**config.mk**
```make
export PLATFORM = sky130hd
export DESIGN_NAME = uart_tx
export DESIGN_NICKNAME = d
export VERILOG_FILES = /design/src/rtl/uart_tx.sv
export SDC_FILE = /design/constraint.sdc
export NUM_CORES = 1
export LEC_CHECK = 0
export ABC_CLOCK_PERIOD_IN_PS = 2500
export BUFFER_PORTS_ARGS = -buffer_cell sky130_fd_sc_hd__buf_2
export CELL_PAD_IN_SITES_DETAIL_PLACEMENT = 0
export CELL_PAD_IN_SITES_GLOBAL_PLACEMENT = 1
export CORE_ASPECT_RATIO = 1.25
export CORE_MARGIN = 4
export CORE_UTILIZATION = 45
export CTS_CLUSTER_SIZE = 12
export DETAILED_ROUTE_END_ITERATION = 8
export GPL_TIMING_DRIVEN = 0
export HOLD_SLACK_MARGIN = 0.06
export PLACE_DENSITY_LB_ADDON = 0.1
export SLEW_MARGIN = 20
export SYNTH_ARGS = -nofsm -noshare
export SYNTH_HDL_FRONTEND = slang
export SYNTH_SLANG_ARGS = --single-unit
```
**constraint.sdc**
```tcl
create_clock -name Clk -period 2.5 [get_ports Clk]
set_input_delay 0.625 -clock Clk [delete_from_list [all_inputs] [get_ports Clk]]
set_output_delay 0.625 -clock Clk [all_outputs]
set_load 0.01 [all_outputs]
```
**src/rtl/uart_tx.sv**
```systemverilog
// uart_tx: transmit half of the UART.
// Host writes are queued in a circular FIFO and sent as 8N1 frames, or as 8E1
// frames when UART_TX_PARITY_EN is defined.
// Empty/Full/Overflow flags behave the same way as the receive-side FIFO flags.
`timescale 1ns/1ps

module uart_tx #(
    parameter int DATA_BITS    = 8,
    parameter int FIFO_DEPTH   = 4,
    parameter int CLKS_PER_BIT = 16
) (
    input  logic                 Clk,
    input  logic                 Rst,
    input  logic [DATA_BITS-1:0] Tx_Data,
    input  logic                 Tx_Wr,
    input  logic                 BIST_Mode,
    output logic                 Tx_Serial,
    output logic                 Tx_Busy,
    output logic                 Tx_Done,
    output logic                 FIFO_Empty,
    output logic                 FIFO_Full,
    output logic                 FIFO_Overflow
);

    localparam int AW = $clog2(FIFO_DEPTH);
    localparam int PW = AW + 1;
    localparam int CW = $clog2(CLKS_PER_BIT);
    localparam int BW = $clog2(DATA_BITS) + 1;

    localparam logic [PW-1:0] DEPTH_C   = PW'(FIFO_DEPTH);
    localparam logic [PW-1:0] LAST_PTR  = PW'(FIFO_DEPTH - 1);
    localparam logic [CW-1:0] BAUD_LAST = CW'(CLKS_PER_BIT - 1);
    localparam logic [BW-1:0] BIT_LAST  = BW'(DATA_BITS - 1);

    typedef enum logic [2:0] {
        IDLE,
        START,
        DATA,
`ifdef UART_TX_PARITY_EN
        PARITY,
`endif
        STOP
    } state_t;

    // FIFO storage and bookkeeping
    logic [DATA_BITS-1:0] mem_q [FIFO_DEPTH];
    logic [DATA_BITS-1:0] mem_d [FIFO_DEPTH];
    logic [PW-1:0]        wr_ptr_q, wr_ptr_d;
    logic [PW-1:0]        rd_ptr_q, rd_ptr_d;
    logic [PW-1:0]        count_q, count_d;
    logic                 empty_q, empty_d;
    logic                 full_q, full_d;
    logic                 overflow_q, overflow_d;

    // Frame engine
    state_t               state_q, state_d;
    logic [DATA_BITS-1:0] shift_q, shift_d;
    logic [BW-1:0]        bit_cnt_q, bit_cnt_d;
    logic [CW-1:0]        baud_cnt_q, baud_cnt_d;
    logic                 serial_q, serial_d;
`ifdef UART_TX_PARITY_EN
    logic                 parity_q, parity_d;
`endif

    logic                 wr_acc;
    logic                 wr_drop;
    logic                 baud_wrap;
    logic                 pop;
    logic [DATA_BITS-1:0] head;

    // Write acceptance, pop request and FIFO next-state (fullness judged on pre-edge count)
    always_comb begin
        wr_acc    = Tx_Wr && !BIST_Mode && (count_q < DEPTH_C);
        wr_drop   = Tx_Wr && !BIST_Mode && (count_q == DEPTH_C);
        baud_wrap = (baud_cnt_q == BAUD_LAST);
        pop       = (count_q != '0) && !BIST_Mode &&
                    ((state_q == IDLE) || ((state_q == STOP) && baud_wrap));
        head      = mem_q[rd_ptr_q[AW-1:0]];

        mem_d = mem_q;
        if (wr_acc) begin
            mem_d[wr_ptr_q[AW-1:0]] = Tx_Data;
        end

        wr_ptr_d = wr_ptr_q;
        if (wr_acc) begin
            wr_ptr_d = (wr_ptr_q == LAST_PTR) ? '0 : wr_ptr_q + PW'(1);
        end

        rd_ptr_d = rd_ptr_q;
        if (pop) begin
            rd_ptr_d = (rd_ptr_q == LAST_PTR) ? '0 : rd_ptr_q + PW'(1);
        end

        count_d    = count_q + PW'(wr_acc) - PW'(pop);
        empty_d    = (count_d == '0);
        full_d     = (count_d == DEPTH_C);
        overflow_d = overflow_q | wr_drop;
    end

    // Frame state machine next-state and registered serial line value
    always_comb begin
        state_d    = state_q;
        shift_d    = shift_q;
        bit_cnt_d  = bit_cnt_q;
        baud_cnt_d = baud_wrap ? '0 : baud_cnt_q + CW'(1);
`ifdef UART_TX_PARITY_EN
        parity_d   = parity_q;
`endif
        serial_d   = 1'b1;

        case (state_q)
            IDLE: begin
                baud_cnt_d = '0;
                if (pop) begin
                    shift_d   = head;
                    bit_cnt_d = '0;
                    state_d   = START;
`ifdef UART_TX_PARITY_EN
                    parity_d  = ^head;
`endif
                end
            end
            START: begin
                if (baud_wrap) begin
                    state_d = DATA;
                end
            end
            DATA: begin
                if (baud_wrap) begin
                    if (bit_cnt_q == BIT_LAST) begin
`ifdef UART_TX_PARITY_EN
                        state_d = PARITY;
`else
                        state_d = STOP;
`endif
                    end else begin
                        shift_d   = shift_q >> 1;
                        bit_cnt_d = bit_cnt_q + BW'(1);
                    end
                end
            end
`ifdef UART_TX_PARITY_EN
            PARITY: begin
                if (baud_wrap) begin
                    state_d = STOP;
                end
            end
`endif
            STOP: begin
                if (baud_wrap) begin
                    if (pop) begin
                        shift_d   = head;
                        bit_cnt_d = '0;
                        state_d   = START;
`ifdef UART_TX_PARITY_EN
                        parity_d  = ^head;
`endif
                    end else begin
                        state_d = IDLE;
                    end
                end
            end
            default: begin
                state_d = IDLE;
            end
        endcase

        // Line value is derived from the post-edge state so Tx_Serial can be a flop
        case (state_d)
            START:   serial_d = 1'b0;
            DATA:    serial_d = shift_d[0];
`ifdef UART_TX_PARITY_EN
            PARITY:  serial_d = parity_d;
`endif
            default: serial_d = 1'b1;
        endcase
    end

    // FIFO registers, cleared (including contents) by asynchronous reset
    always_ff @(posedge Clk or posedge Rst) begin
        if (Rst) begin
            for (int unsigned i = 0; i < FIFO_DEPTH; i++) begin
                mem_q[i] <= '0;
            end
            wr_ptr_q   <= '0;
            rd_ptr_q   <= '0;
            count_q    <= '0;
            empty_q    <= 1'b1;
            full_q     <= 1'b0;
            overflow_q <= 1'b0;
        end else begin
            for (int unsigned i = 0; i < FIFO_DEPTH; i++) begin
                mem_q[i] <= mem_d[i];
            end
            wr_ptr_q   <= wr_ptr_d;
            rd_ptr_q   <= rd_ptr_d;
            count_q    <= count_d;
            empty_q    <= empty_d;
            full_q     <= full_d;
            overflow_q <= overflow_d;
        end
    end

    // Frame engine registers; reset abandons any frame and returns the line high
    always_ff @(posedge Clk or posedge Rst) begin
        if (Rst) begin
            state_q    <= IDLE;
            shift_q    <= '0;
            bit_cnt_q  <= '0;
            baud_cnt_q <= '0;
            serial_q   <= 1'b1;
`ifdef UART_TX_PARITY_EN
            parity_q   <= 1'b0;
`endif
        end else begin
            state_q    <= state_d;
            shift_q    <= shift_d;
            bit_cnt_q  <= bit_cnt_d;
            baud_cnt_q <= baud_cnt_d;
            serial_q   <= serial_d;
`ifdef UART_TX_PARITY_EN
            parity_q   <= parity_d;
`endif
        end
    end

    assign Tx_Serial     = serial_q;
    assign Tx_Busy       = (state_q != IDLE);
    assign Tx_Done       = (state_q == STOP) && baud_wrap;
    assign FIFO_Empty    = empty_q;
    assign FIFO_Full     = full_q;
    assign FIFO_Overflow = overflow_q;

endmodule

```
==> impl_metrics.env <==
export IMPL_peakVddDrop_uv=595
export IMPL_synth_area_um2=2970
export IMPL_gp_congestion=0.743
export IMPL_dieWidth_um=80.7
export IMPL_r2r_end="FIFO_Full"
export IMPL_seq_area_frac_synth_pct=53.9
export IMPL_clkTransAtPathRegs_ns=0.07
export IMPL_synth_seq_cells=64
export IMPL_p_leak_uw=0.00163
export IMPL_fmax_mhz=412
export IMPL_rrSetupSlack_ns=0.07
export IMPL_rsz0062_at_grt="yes"
export IMPL_worstMarginPinSlew_ns=0.525
export IMPL_path_max_fanout=5
export IMPL_routed_wl_um=5430
export IMPL_post_route_drc_count=0
export IMPL_period_share_pct=97.2
export IMPL_utilization_pct=55.8
export IMPL_cts_root_buf="clkbuf_8"
export IMPL_drt_pass1_iter_count=4
export IMPL_finClkSkew_ns=0.00934
export IMPL_min_period_ns=2.43
export IMPL_drtIter0Drc=65
export IMPL_start_kind="register"
export IMPL_grt_pass1_wl_um=9400
export IMPL_area_growth_pct=17.9
export IMPL_powerDensity_nw_per_um2=1050
export IMPL_r2r_cells=11
export IMPL_path_class="register to register"
export IMPL_antenna_found_initial=0
export IMPL_rows=32
export IMPL_drv_slew=0
export IMPL_cts_buffer_depth=2
export IMPL_die_area_um2=7980
export IMPL_coreArea_um2=6290
export IMPL_finalHoldViolCount=0
export IMPL_antenna_cells=0
export IMPL_grt_max_degree=42
export IMPL_synth_top_area_share_pct=52.2
export IMPL_place_inst=329
export IMPL_ant_nets=0
export IMPL_cts_max_level=3
export IMPL_ys_types=49
export IMPL_slew_limit_headroom_pct=65.0
export IMPL_crit_required_ns=2.75
export IMPL_grt_pass1_vias=1912
export IMPL_netlist_top_cells_area="dfrtp_1, mux2_1, mux4_2, ha_1, a222oi_1"
export IMPL_die_y_um=98.9
export IMPL_synth_edff_count=0
export IMPL_synth_area_per_cell_um2=13.2
export IMPL_cts_buffers=9
export IMPL_via_per_inst=5.17
export IMPL_fin_cells=355
export IMPL_initial_core_util_pct=47.3
export IMPL_r2r_start="baud_cnt_q[1]"
export IMPL_synth_main_ff_cell="dfrtp_1"
export IMPL_p_total_uw=3660
export IMPL_synth_nets=248
export IMPL_synth_largest_area_cell="dfrtp_1"
export IMPL_hpwl_um=3720
export IMPL_grt_usage_pct=15.7
export IMPL_cts_sinks=64
export IMPL_io_buffer_count=17
export IMPL_yosysWarnings=0
export IMPL_holdWs_ns=0.249
export IMPL_grt_overflow=0
export IMPL_syn_inst=226
export IMPL_nNetsFinal=287
export IMPL_fin_setup_tns_ns=0
export IMPL_cap_violations=0
export IMPL_outcome="finished clean"
export IMPL_async_reset_ff_share_pct=100
export IMPL_io_pins=18
export IMPL_vias=1836
export IMPL_wl_per_cell_um=15.3
export IMPL_cp_arrival_ns=2.68
export IMPL_hp_class="primary input to async pin"
export IMPL_drive_gt1_share_pct=30.0
export IMPL_setup_violations=0
export IMPL_cts_tree="built"
export IMPL_insertion_delay_ns=0.33
export IMPL_end_kind="register"
[layout by cell type (no fill, tap or decap), types with 4 or more instances in the layout]
| cell | n |
|---|---|
| dfrtp_1 | 60 |
| mux2_1 | 32 |
| buf_2 | 24 |
| inv_1 | 14 |
| buf_4 | 13 |
| clkbuf_8 | 11 |
| mux4_2 | 8 |
| nand2_1 | 7 |
| nor2_1 | 6 |
| and2_1 | 6 |
| a222oi_1 | 6 |
| ha_1 | 6 |
| o21ai_0 | 5 |
| nand3_1 | 5 |
| xor2_1 | 4 |
| o21ai_1 | 4 |
[critical path, stage by stage, from the launching register on]
cell	delay [ns]
dfrtp_1	0.39
ha_4	0.15
nand4_1	0.11
mux2i_2	0.21
and3_4	0.27
ha_4	0.13
inv_2	0.03
ha_4	0.15
fa_2	0.34
xor2_1	0.15
xnor2_1	0.23
nor3b_2	0.19
[synthesized netlist by cell type, types with 2 or more instances]
library cell  count
buf_6             2
nand4_1           2
mux2_1           32
dfstp_2           2
or3_1             2
a21oi_1           3
nor3_1            2
mux2i_1           2
a222oi_1          6
inv_1            16
a31oi_1           2
nand2b_1          2
and3_1            2
o21ai_1           4
nand2_1           7
ha_1              9
nor2_1            6
nand3_1           5
o22ai_1           2
o21ai_0           5
mux4_2            8
buf_2             8
dfrtp_1          62
xor2_1            4
nand3b_1          2
and2_1            6
[per-stage QoR]
stage          cell area, µm²  worst slack [ns]
5_1_grt                  3510           -0.0797
4_1_cts                  3510           -0.0803
6_report                 3510            0.0704
3_5_place_dp             3230            -0.376
2_1_floorplan            3020           -0.0556
3_3_place_gp             3210            -0.599
[logic make-up (layout without fill, tap and decap cells)]
group                    count (synthesis)  in the layout  synth area share (%)
adder cells (fa/ha/maj)                 10             10                  4.46
multiplexers                            43             43                  19.2
AND/OR/NAND/NOR                         46             46                  9.38
flip-flops                              64             64                  53.9
buffers and inverters                   28             72                  4.50
AO/OA/AOI/OAI                           29             29                  6.90
XOR/XNOR                                 5              5                  1.47
other                                    1              1                 0.126
[state kept, by name, indices dropped and copies added (netlist names)]
name / cells
shift_q: 8
state_q: 3
mem_q: 32
FIFO_Full: 1
baud_cnt_q: 4
wr_ptr_q: 3
count_q: 3
Tx_Serial: 1
bit_cnt_q: 4
FIFO_Empty: 1
rd_ptr_q: 3
FIFO_Overflow: 1
[worst max path at each step]
stage                        from  slack, ns     endpoint  depth (start not counted)
finish              baud_cnt_q[1]       0.07    FIFO_Full                         11
global route        baud_cnt_q[1]      -0.08    FIFO_Full                         11
CTS                 baud_cnt_q[0]      -0.08    FIFO_Full                         13
detailed placement      BIST_Mode      -0.38    FIFO_Full                         10
global placement              Rst      -0.60  wr_ptr_q[1]                          2
floorplan           baud_cnt_q[0]      -0.06    FIFO_Full                         13
[repair_timing]
action	CTS	global route
hold buffers	0	0
endpoints found under the setup margin	4	3
buffers inserted	10	2
pin swaps	6	6
gates resized for setup	8	1
[final cells by class]
| cell class | instances | area [µm²] |
|---|---|---|
| clock inverter | 3 | 17.5 |
| multi-input combinational | 134 | 1300 |
| sequential | 64 | 1610 |
| fill | 558 | 2780 |
| timing repair buffer | 30 | 195 |
| tap | 85 | 106 |
| buffer | 10 | 57.6 |
| inverter | 16 | 62.6 |
| clock buffer | 13 | 159 |
[routing by layer]
metal | vias to the layer above | track usage [%] | routed length [µm] | share of wire (%)
met3 | 2 | 3.38 | 114 | 2.1
met4 | 0 | 8.32 | 35 | 0.64
met5 | - | 0 | 0 | 0
met2 | 17 | 24.6 | 2820 | 52
li1 | 890 | - | - | -
met1 | 927 | 20.1 | 2450 | 45
[power breakdown]
part	internal, µW	switching [µW]	leakage [µW]
clock	412	375	0.0000894
sequential	1450	228	0.000796
combinational	677	528	0.000743
total	2530	1130	0.00163
No activity file was read; power rests on OpenSTA's default activity.
